`src/rtl/conv_pre_ctrl.sv`:
```
// Layer sequencer for the conv pre-processing stage: takes one descriptor, gates pixel beats, emits window-valid.
// Latency: descriptor accept -> buff_len_rst next cycle -> src_ready the cycle after; PW window PW_LAT cycles after beat.
// Backpressure: cfg_ready only in IDLE; src_ready only in STREAM and drops right after the last beat of the layer.
// Ports: cfg_* descriptor handshake; src_valid/src_ready/pre_valid_in pixel gating; buff_len_ctrl/buff_len_rst/pw_mode
//        drive the row buffers and window mux; pre_valid_out/win_valid window path; busy/layer_done/cfg_err status.
module conv_pre_ctrl #(
    parameter int ROW_BUFFER_DEPTH = 9,
    parameter int PW_LAT           = 3,
    parameter int CNT_WIDTH        = 18,
    parameter int DRAIN_TIMEOUT    = 1023
) (
    input  logic                        clk,
    input  logic                        rstn,
    input  logic                        cfg_valid,
    output logic                        cfg_ready,
    input  logic                        cfg_pw_mode,
    input  logic [ROW_BUFFER_DEPTH-1:0] cfg_row_len,
    input  logic [ROW_BUFFER_DEPTH-1:0] cfg_row_num,
    input  logic                        src_valid,
    output logic                        src_ready,
    output logic                        pre_valid_in,
    output logic [ROW_BUFFER_DEPTH-1:0] buff_len_ctrl,
    output logic                        buff_len_rst,
    output logic                        pw_mode,
    input  logic                        pre_valid_out,
    output logic                        win_valid,
    output logic                        busy,
    output logic                        layer_done,
    output logic                        cfg_err
);

    localparam int IW = $clog2(DRAIN_TIMEOUT + 1);
    localparam logic [IW-1:0] IDLE_MAX = IW'(DRAIN_TIMEOUT);

    typedef enum logic [2:0] {
        S_IDLE,
        S_LOAD,
        S_STREAM,
        S_DRAIN,
        S_DONE
    } state_t;

    state_t                      state;
    state_t                      state_nxt;
    logic [ROW_BUFFER_DEPTH-1:0] row_len_q;
    logic [ROW_BUFFER_DEPTH-1:0] row_num_q;
    logic [ROW_BUFFER_DEPTH-1:0] col;
    logic [ROW_BUFFER_DEPTH-1:0] row;
    logic [CNT_WIDTH-1:0]        exp_cnt;
    logic [CNT_WIDTH-1:0]        win_cnt;
    logic [CNT_WIDTH-1:0]        win_cnt_inc;
    logic [IW-1:0]               idle_cnt;
    logic [IW-1:0]               idle_cnt_inc;
    logic [PW_LAT-1:0]           pw_pipe;
    logic                        cfg_legal;
    logic                        beat;
    logic                        last_beat;
    logic                        win_counted;
    logic                        win_hit;
    logic                        drain_timeout;

    // DW needs a full 3x3 neighbourhood, so both dimensions must be at least 3.
    assign cfg_legal = (cfg_row_len != '0) && (cfg_row_num != '0) &&
                       (cfg_pw_mode || ((cfg_row_len >= ROW_BUFFER_DEPTH'(3)) &&
                                        (cfg_row_num >= ROW_BUFFER_DEPTH'(3))));

    // Decoded from state directly (not src_ready) to keep the comb path loop-free.
    assign beat         = src_valid && (state == S_STREAM);
    assign pre_valid_in = beat;
    assign last_beat    = beat && (row == row_num_q - ROW_BUFFER_DEPTH'(1)) &&
                          (col == row_len_q - ROW_BUFFER_DEPTH'(1));

    // PW windows come out of a fixed-latency path; DW windows are flagged by the stage itself.
    assign win_valid    = pw_mode ? pw_pipe[PW_LAT-1] : pre_valid_out;
    assign win_counted  = win_valid && ((state == S_STREAM) || (state == S_DRAIN));
    assign win_cnt_inc  = win_cnt + CNT_WIDTH'(win_counted);
    // Includes the current window so DONE follows the final window with no extra cycle.
    assign win_hit      = (win_cnt_inc >= exp_cnt);
    assign idle_cnt_inc = win_valid ? '0 : idle_cnt + IW'(1);

    always_ff @(posedge clk or negedge rstn) begin
        if (!rstn) begin
            state <= S_IDLE;
        end else begin
            state <= state_nxt;
        end
    end

    always_comb begin
        state_nxt     = state;
        cfg_ready     = 1'b0;
        src_ready     = 1'b0;
        buff_len_rst  = 1'b0;
        busy          = 1'b1;
        layer_done    = 1'b0;
        drain_timeout = 1'b0;
        case (state)
            S_IDLE: begin
                cfg_ready = 1'b1;
                busy      = 1'b0;
                if (cfg_valid && cfg_legal) begin
                    state_nxt = S_LOAD;
                end
            end
            S_LOAD: begin
                buff_len_rst = 1'b1;
                state_nxt    = S_STREAM;
            end
            S_STREAM: begin
                src_ready = 1'b1;
                if (last_beat) begin
                    state_nxt = S_DRAIN;
                end
            end
            S_DRAIN: begin
                if (win_hit) begin
                    state_nxt = S_DONE;
                end else if (idle_cnt_inc == IDLE_MAX) begin
                    drain_timeout = 1'b1;
                    state_nxt     = S_DONE;
                end
            end
            S_DONE: begin
                layer_done = 1'b1;
                state_nxt  = S_IDLE;
            end
            default: begin
                state_nxt = S_IDLE;
            end
        endcase
    end

    always_ff @(posedge clk or negedge rstn) begin
        if (!rstn) begin
            row_len_q     <= '0;
            row_num_q     <= '0;
            pw_mode       <= 1'b0;
            buff_len_ctrl <= '0;
            cfg_err       <= 1'b0;
            pw_pipe       <= '0;
            col           <= '0;
            row           <= '0;
            exp_cnt       <= '0;
            win_cnt       <= '0;
            idle_cnt      <= '0;
        end else begin
            cfg_err <= drain_timeout;
            pw_pipe <= (pw_pipe << 1) | PW_LAT'(beat);
            case (state)
                S_IDLE: begin
                    if (cfg_valid) begin
                        if (cfg_legal) begin
                            row_len_q     <= cfg_row_len;
                            row_num_q     <= cfg_row_num;
                            pw_mode       <= cfg_pw_mode;
                            buff_len_ctrl <= cfg_row_len - ROW_BUFFER_DEPTH'(2);
                        end else begin
                            cfg_err <= 1'b1;
                        end
                    end
                end
                S_LOAD: begin
                    // pw_mode already reflects the accepted descriptor here.
                    if (pw_mode) begin
                        exp_cnt <= CNT_WIDTH'(row_len_q) * CNT_WIDTH'(row_num_q);
                    end else begin
                        exp_cnt <= CNT_WIDTH'(row_len_q - ROW_BUFFER_DEPTH'(2)) *
                                   CNT_WIDTH'(row_num_q - ROW_BUFFER_DEPTH'(2));
                    end
                    col      <= '0;
                    row      <= '0;
                    win_cnt  <= '0;
                    idle_cnt <= '0;
                end
                S_STREAM: begin
                    win_cnt <= win_cnt_inc;
                    if (beat) begin
                        if (col == row_len_q - ROW_BUFFER_DEPTH'(1)) begin
                            col <= '0;
                            row <= row + ROW_BUFFER_DEPTH'(1);
                        end else begin
                            col <= col + ROW_BUFFER_DEPTH'(1);
                        end
                    end
                end
                S_DRAIN: begin
                    win_cnt  <= win_cnt_inc;
                    idle_cnt <= idle_cnt_inc;
                end
                S_DONE: begin
                    col      <= '0;
                    row      <= '0;
                    exp_cnt  <= '0;
                    win_cnt  <= '0;
                    idle_cnt <= '0;
                end
                default: begin
                end
            endcase
        end
    end

endmodule

```
`config.mk`:
```
export PLATFORM = sky130hd
export DESIGN_NAME = conv_pre_ctrl
export DESIGN_NICKNAME = d
export VERILOG_FILES = /design/src/rtl/conv_pre_ctrl.sv
export SDC_FILE = /design/constraint.sdc
export NUM_CORES = 1
export LEC_CHECK = 0
export BUFFER_PORTS_ARGS = -buffer_cell sky130_fd_sc_hd__buf_4
export CORE_MARGIN = 2
export CORE_UTILIZATION = 25
export CTS_CLUSTER_DIAMETER = 30
export DETAILED_ROUTE_END_ITERATION = 10
export PLACE_DENSITY_LB_ADDON = 0.2
export SETUP_SLACK_MARGIN = 0.05
export SKIP_LAST_GASP = 1
export SLEW_MARGIN = 20
export SYNTH_ARGS = -nofsm -noshare
export SYNTH_HDL_FRONTEND = slang
export SYNTH_SLANG_ARGS = --single-unit
```
`constraint.sdc`:
```
create_clock -name clk -period 6.1 [get_ports clk]
set_input_delay 0.61 -clock clk [delete_from_list [all_inputs] [get_ports clk]]
set_output_delay 0.61 -clock clk [all_outputs]
set_load 0.02 [all_outputs]
```
Word-level counts from Yosys, hierarchy flattened. Cells that the tools add are included.

Output and inout bits: 18. Register bits after elaboration: 99. Logic and storage cells: 90.

Reduce and logical (&&, ||, !) cells: 23. Equal/unequal tests: 12. Multiply operators: 2. Order comparisons: 3. Bitwise logic cells: 1. $add $sub $neg: 9. Muxes and demuxes: 28.

Operators by type and width (count): $pmux 18 s2 (2); $mux 9 (4); $pmux 9 s2 (2); $pmux 10 s2 (1); $sub 9x2->10 const B (2); $add 18x1->18 (1); $add 9x1->9 const B (2); $eq 9x9->1 (2); $ge 18x18->1 (1); $ge 9x2->1 const B (2); $mul 10x10->18 (1); $mul 9x9->18 (1); $mux 18 (1); $reduce_bool 9->1 (2); $sub 9x1->9 const B (2); $mux 1 (12); $mux 3 (4); $pmux 3 s4 (1); $add 10x1->10 const B (1); $eq 10x10->1 const B (1); $mux 10 (1); $reduce_and 3->1 (3); $sub 9x2->9 const B (1); $logic_and 1x1->1 (8); other kinds (11) (20).

Longest topological paths before layout.
Depth after elaboration: 10. Gate-level depth with buffers: 26. Gate-level depth less buffers: 25.

Least setup slack after synthesis. Ideal clock, no wire load.

Path type: reg-to-reg. From: register row_len_q[2]. To: register exp_cnt[17]. Cell stages (with the launch flop): 27. Library setup time: 138 ps. Arrival: 6260 ps. Setup slack: -299 ps. Required time: 5962 ps. Cell sequence: dfrtp_1 > clkbuf_1 > inv_1 > ha_1 > or4b_4 > nor2_1 > xnor2_1 > or2_2 > fa_1 > inv_1 > fa_1 > inv_1 > fa_1 > inv_1 > fa_1 > inv_1 > fa_1 > inv_1 > ha_1 > o21ai_0 > a21oi_1 > o211a_1 > o311ai_0 > a21oi_1 > nor3b_1 > mux2i_1 > o221ai_1.

Cells in the longest elaborated chain, start to end: 4.

RTL lines: start: declaration (line 45) `logic [ROW_BUFFER_DEPTH-1:0] row_len_q;`; start signal: assignment (line 153) `row_len_q <= cfg_row_len;`; $sub 9x2->10 (line 167) `exp_cnt <= CNT_WIDTH'(row_len_q - ROW_BUFFER_DEPTH'(2)) *`; $mul 10x10->18 (line 167); $mux 18 (*) (line 164) `if (pw_mode) begin`; $pmux 18 s2 (*) (line 149) `case (state)`; end signal: assignment (line 165) `exp_cnt <= CNT_WIDTH'(row_len_q) * CNT_WIDTH'(row_num_q);`; end signal: assignment (line 167); end: declaration (line 49) `logic [CNT_WIDTH-1:0] exp_cnt;`.

Every way passes the cells marked *; elsewhere a longest branch is shown, timed or not. A chain may end at the register's enable or synchronous reset.

Worst setup path in the final report. Ends and elaborated chain as after synthesis.

==> run_results.csv <==
group,metric,value,unit
outcome,status,"finished clean",
worst_setup_path,arrival,6190,ps
cts,cts_hold_buffers,0,
worst_setup_path,cp_max_fo,7,
worst_setup_path,crit_start,"row_len_q[2]",
worst_setup_path,r2r-start,"row_len_q[2]",
global_route,grt_util_all_layers,0.143,
sta,hold_viol_final,0,
cts,ctsLongestPathBuffers,2,
synthesis,yosysMostFrequentCell,"inv_1",
route,routed_wirelength,34.9,mm
worst_setup_path,crit_type,"flop to flop",
cts,clk_pin_slew,80,ps
worst_setup_path,crit_end,"exp_cnt[17]",
global_route,antenna_found_initial,1,
flow_run,maxCapViolations,0,
synthesis,synth_edf_count,0,
cts,cts_tree,"yes",
placed_design,portBuffers,41,
worst_setup_path,crit_path_end_kind,"flop",
route,dr.pass1.iters,5,
synthesis,yosysTopAreaCell,"fa_1",
synthesis,synth_area_leaders,"fa_1 (22%), dfrtp_1 (20%), ha_1 (11%)",
cts,cts_made_buffers,9,
sta,finalCritPeriodShare,0.977,
synthesis,synth.distinct_cells,65,
final_layout,utilization,0.303,
worst_setup_path,rrSetupSlack,140,ps
sta,relSlewSlack,0.330,
sta,finalSetupViolCount,0,
sta,period_needed,5960,ps
die,initial_utilization,0.254,
die,die_area,50600,um2
worst_setup_path,reg2reg_to,"exp_cnt[17]",
sta,final.setup.worst_slack,141,ps
global_route,gr-total-overflow,0,
global_route,grt_pass1_vias,10060,
synthesis,ys_warn_count,0,
synthesis,syn_avg_cell_area,8.71,um2
sta,rsz0062_at_grt,"true",
sta,worst_pin_slew,1000,ps
route,routed-via-count,9528,
sta,slew_viol_final,0,
sta,skew,10.1,ps
synthesis,ys.flop_type,"dfrtp_1",
sta,fmax,0.168,GHz
synthesis,synth_area,12200,um2
synthesis,ys_ff_latch,98,
die,fp.dieH,225,um
global_route,grt_pass1_wl,56.2,mm
worst_setup_path,required,6330,ps
sta,finalSetupTns,0,ps
final_layout,area.growth.synth_to_final,19.0,%
min_path,min_path_type,"primary input to async pin",
cts,cts_root_buffer,"clkbuf_16",
route,wire_per_inst,16.4,um
die,rows,80,
synthesis,synth_top_cell_area_share,0.217,
worst_setup_path,worst_r2r_path_depth,23,
synthesis,ys_seq_area_frac,0.201,
cts,ctsHtreeMaxLevel,3,
synthesis,synthCells,1401,
die,coreArea,47900,um2
placed_design,pre_cts_slack,-147,ps
cts,insertion_delay,380,ps
die,fp.dieW,225,um
route,drtAntennaViolNets,0,
route,drc_errors,0,
sta,hold_ws,233,ps
final_layout,nets,1776,
final_layout,drive_gt1_frac,0.183,
placed_design,place_congestion,0.847,
global_route,grt_start_max_net_pins,57,
worst_setup_path,cp-start-kind,"flop",
final_layout,insertedDiodeCount,0,
cts,clock_sinks,98,
placed_design,place_hpwl,27.8,mm
synthesis,async_flop_share,1.00,
synthesis,netlist_top_cells_count,"inv_1 (213), nand2_1 (135), fa_1 (132)",
route,drt_iter0_drc,446,
die,io-pin-count,42,
route,routed_via_density,4.48,
synthesis,syn_nets,1669,
==> through the flow <==
| stage | instances | cell area [um2] |
|---|---|---|
| detailed placement | 2108 | 14000 |
| CTS | 2127 | 14400 |
| finish | 2128 | 14500 |
| global route | 2128 | 14500 |
| floorplan | 1401 | 12300 |
| global placement | 2108 | 14000 |
==> logic make-up after synthesis <==
logic type / count (synthesis) / synth area share
XOR/XNOR: 101 / 0.0737
multiplexers: 25 / 0.0221
AO/OA/AOI/OAI: 193 / 0.0985
adder cells (fa/ha/maj): 245 / 0.332
flip-flops: 98 / 0.201
buffers and inverters: 277 / 0.0875
AND/OR/NAND/NOR: 462 / 0.185
==> flip-flops by register name, summed over array words and instances (netlist names) <==
name and count:
win_cnt 18, pw_mode 1, state 3, pw_pipe 3, idle_cnt 10, cfg_err 1
row 9, buff_len_ctrl 9, exp_cnt 18, row_len_q 8, col 9, row_num_q 9
==> how the worst min path moves through the flow <==
stage | to | slack [ps] | depth (start not counted)
4_1_cts | exp_cnt[16] | 250 | 1
6_report | exp_cnt[16] | 230 | 1
2_1_floorplan | buff_len_ctrl[0] | 310 | 0
3_3_place_gp | pw_pipe[1] | 330 | 0
5_1_grt | exp_cnt[16] | 280 | 1
3_5_place_dp | pw_pipe[1] | 340 | 0
==> final cells by class <==
cell class,count,area (um2)
sequential,98,2450
multi-input combinational,1026,8990
tap,615,769
timing repair buffer,158,1190
clock inverter,6,71.3
fill,5110,33400
inverter,215,810
clock buffer,10,229
==> routing by layer <==
layer | global-route usage | routed length [um] | share of wire
met1 | 0.196 | 16800 | 0.48
met2 | 0.234 | 16100 | 0.46
met3 | 0.0295 | 1470 | 0.042
met4 | 0.0280 | 495 | 0.014
met5 | 0 | 0 | 0
==> critical path, cell delays in order (launching register included) <==
cell      delay (ps)
dfrtp_1          410
inv_4             70
ha_4             120
or4b_4           500
nor2_4           190
xnor2_4          100
buf_6            150
or2_2            280
fa_1             490
inv_1             50
fa_2             520
fa_1             420
fa_1             490
inv_1             50
fa_1             520
inv_1             60
ha_4             250
a21o_1           170
and2_4           160
o311ai_1         250
a21oi_1          120
nor3b_2          160
mux2i_1          160
o221ai_1         120
==> repair_timing <==
| action | CTS | global route |
|---|---|---|
| setup endpoints to repair | 6 | 7 |
| gates cloned | 0 | 0 |
| pin swaps | 28 | 30 |
| gates resized for setup | 27 | 21 |
| buffers inserted | 3 | 2 |
==> cells in the final DEF, fill, tap and decap left out, types with 14 or more instances in the layout <==
cell,synthesis,layout
a21oi_1,32,29
and2_1,35,34
and3_1,15,14
buf_4,1,157
dfrtp_1,98,98
fa_1,132,129
ha_1,112,108
inv_1,213,205
mux2_2,15,15
nand2_1,135,132
nand2b_1,19,18
nand3_1,31,31
nor2_1,124,119
nor3_1,22,19
o21ai_0,74,71
o22ai_1,16,16
or2_2,27,24
xnor2_1,59,52
xor2_1,41,37
Power is not shown: default switching activity piles up to over one toggle a cycle in this logic, so the estimate is an artifact.
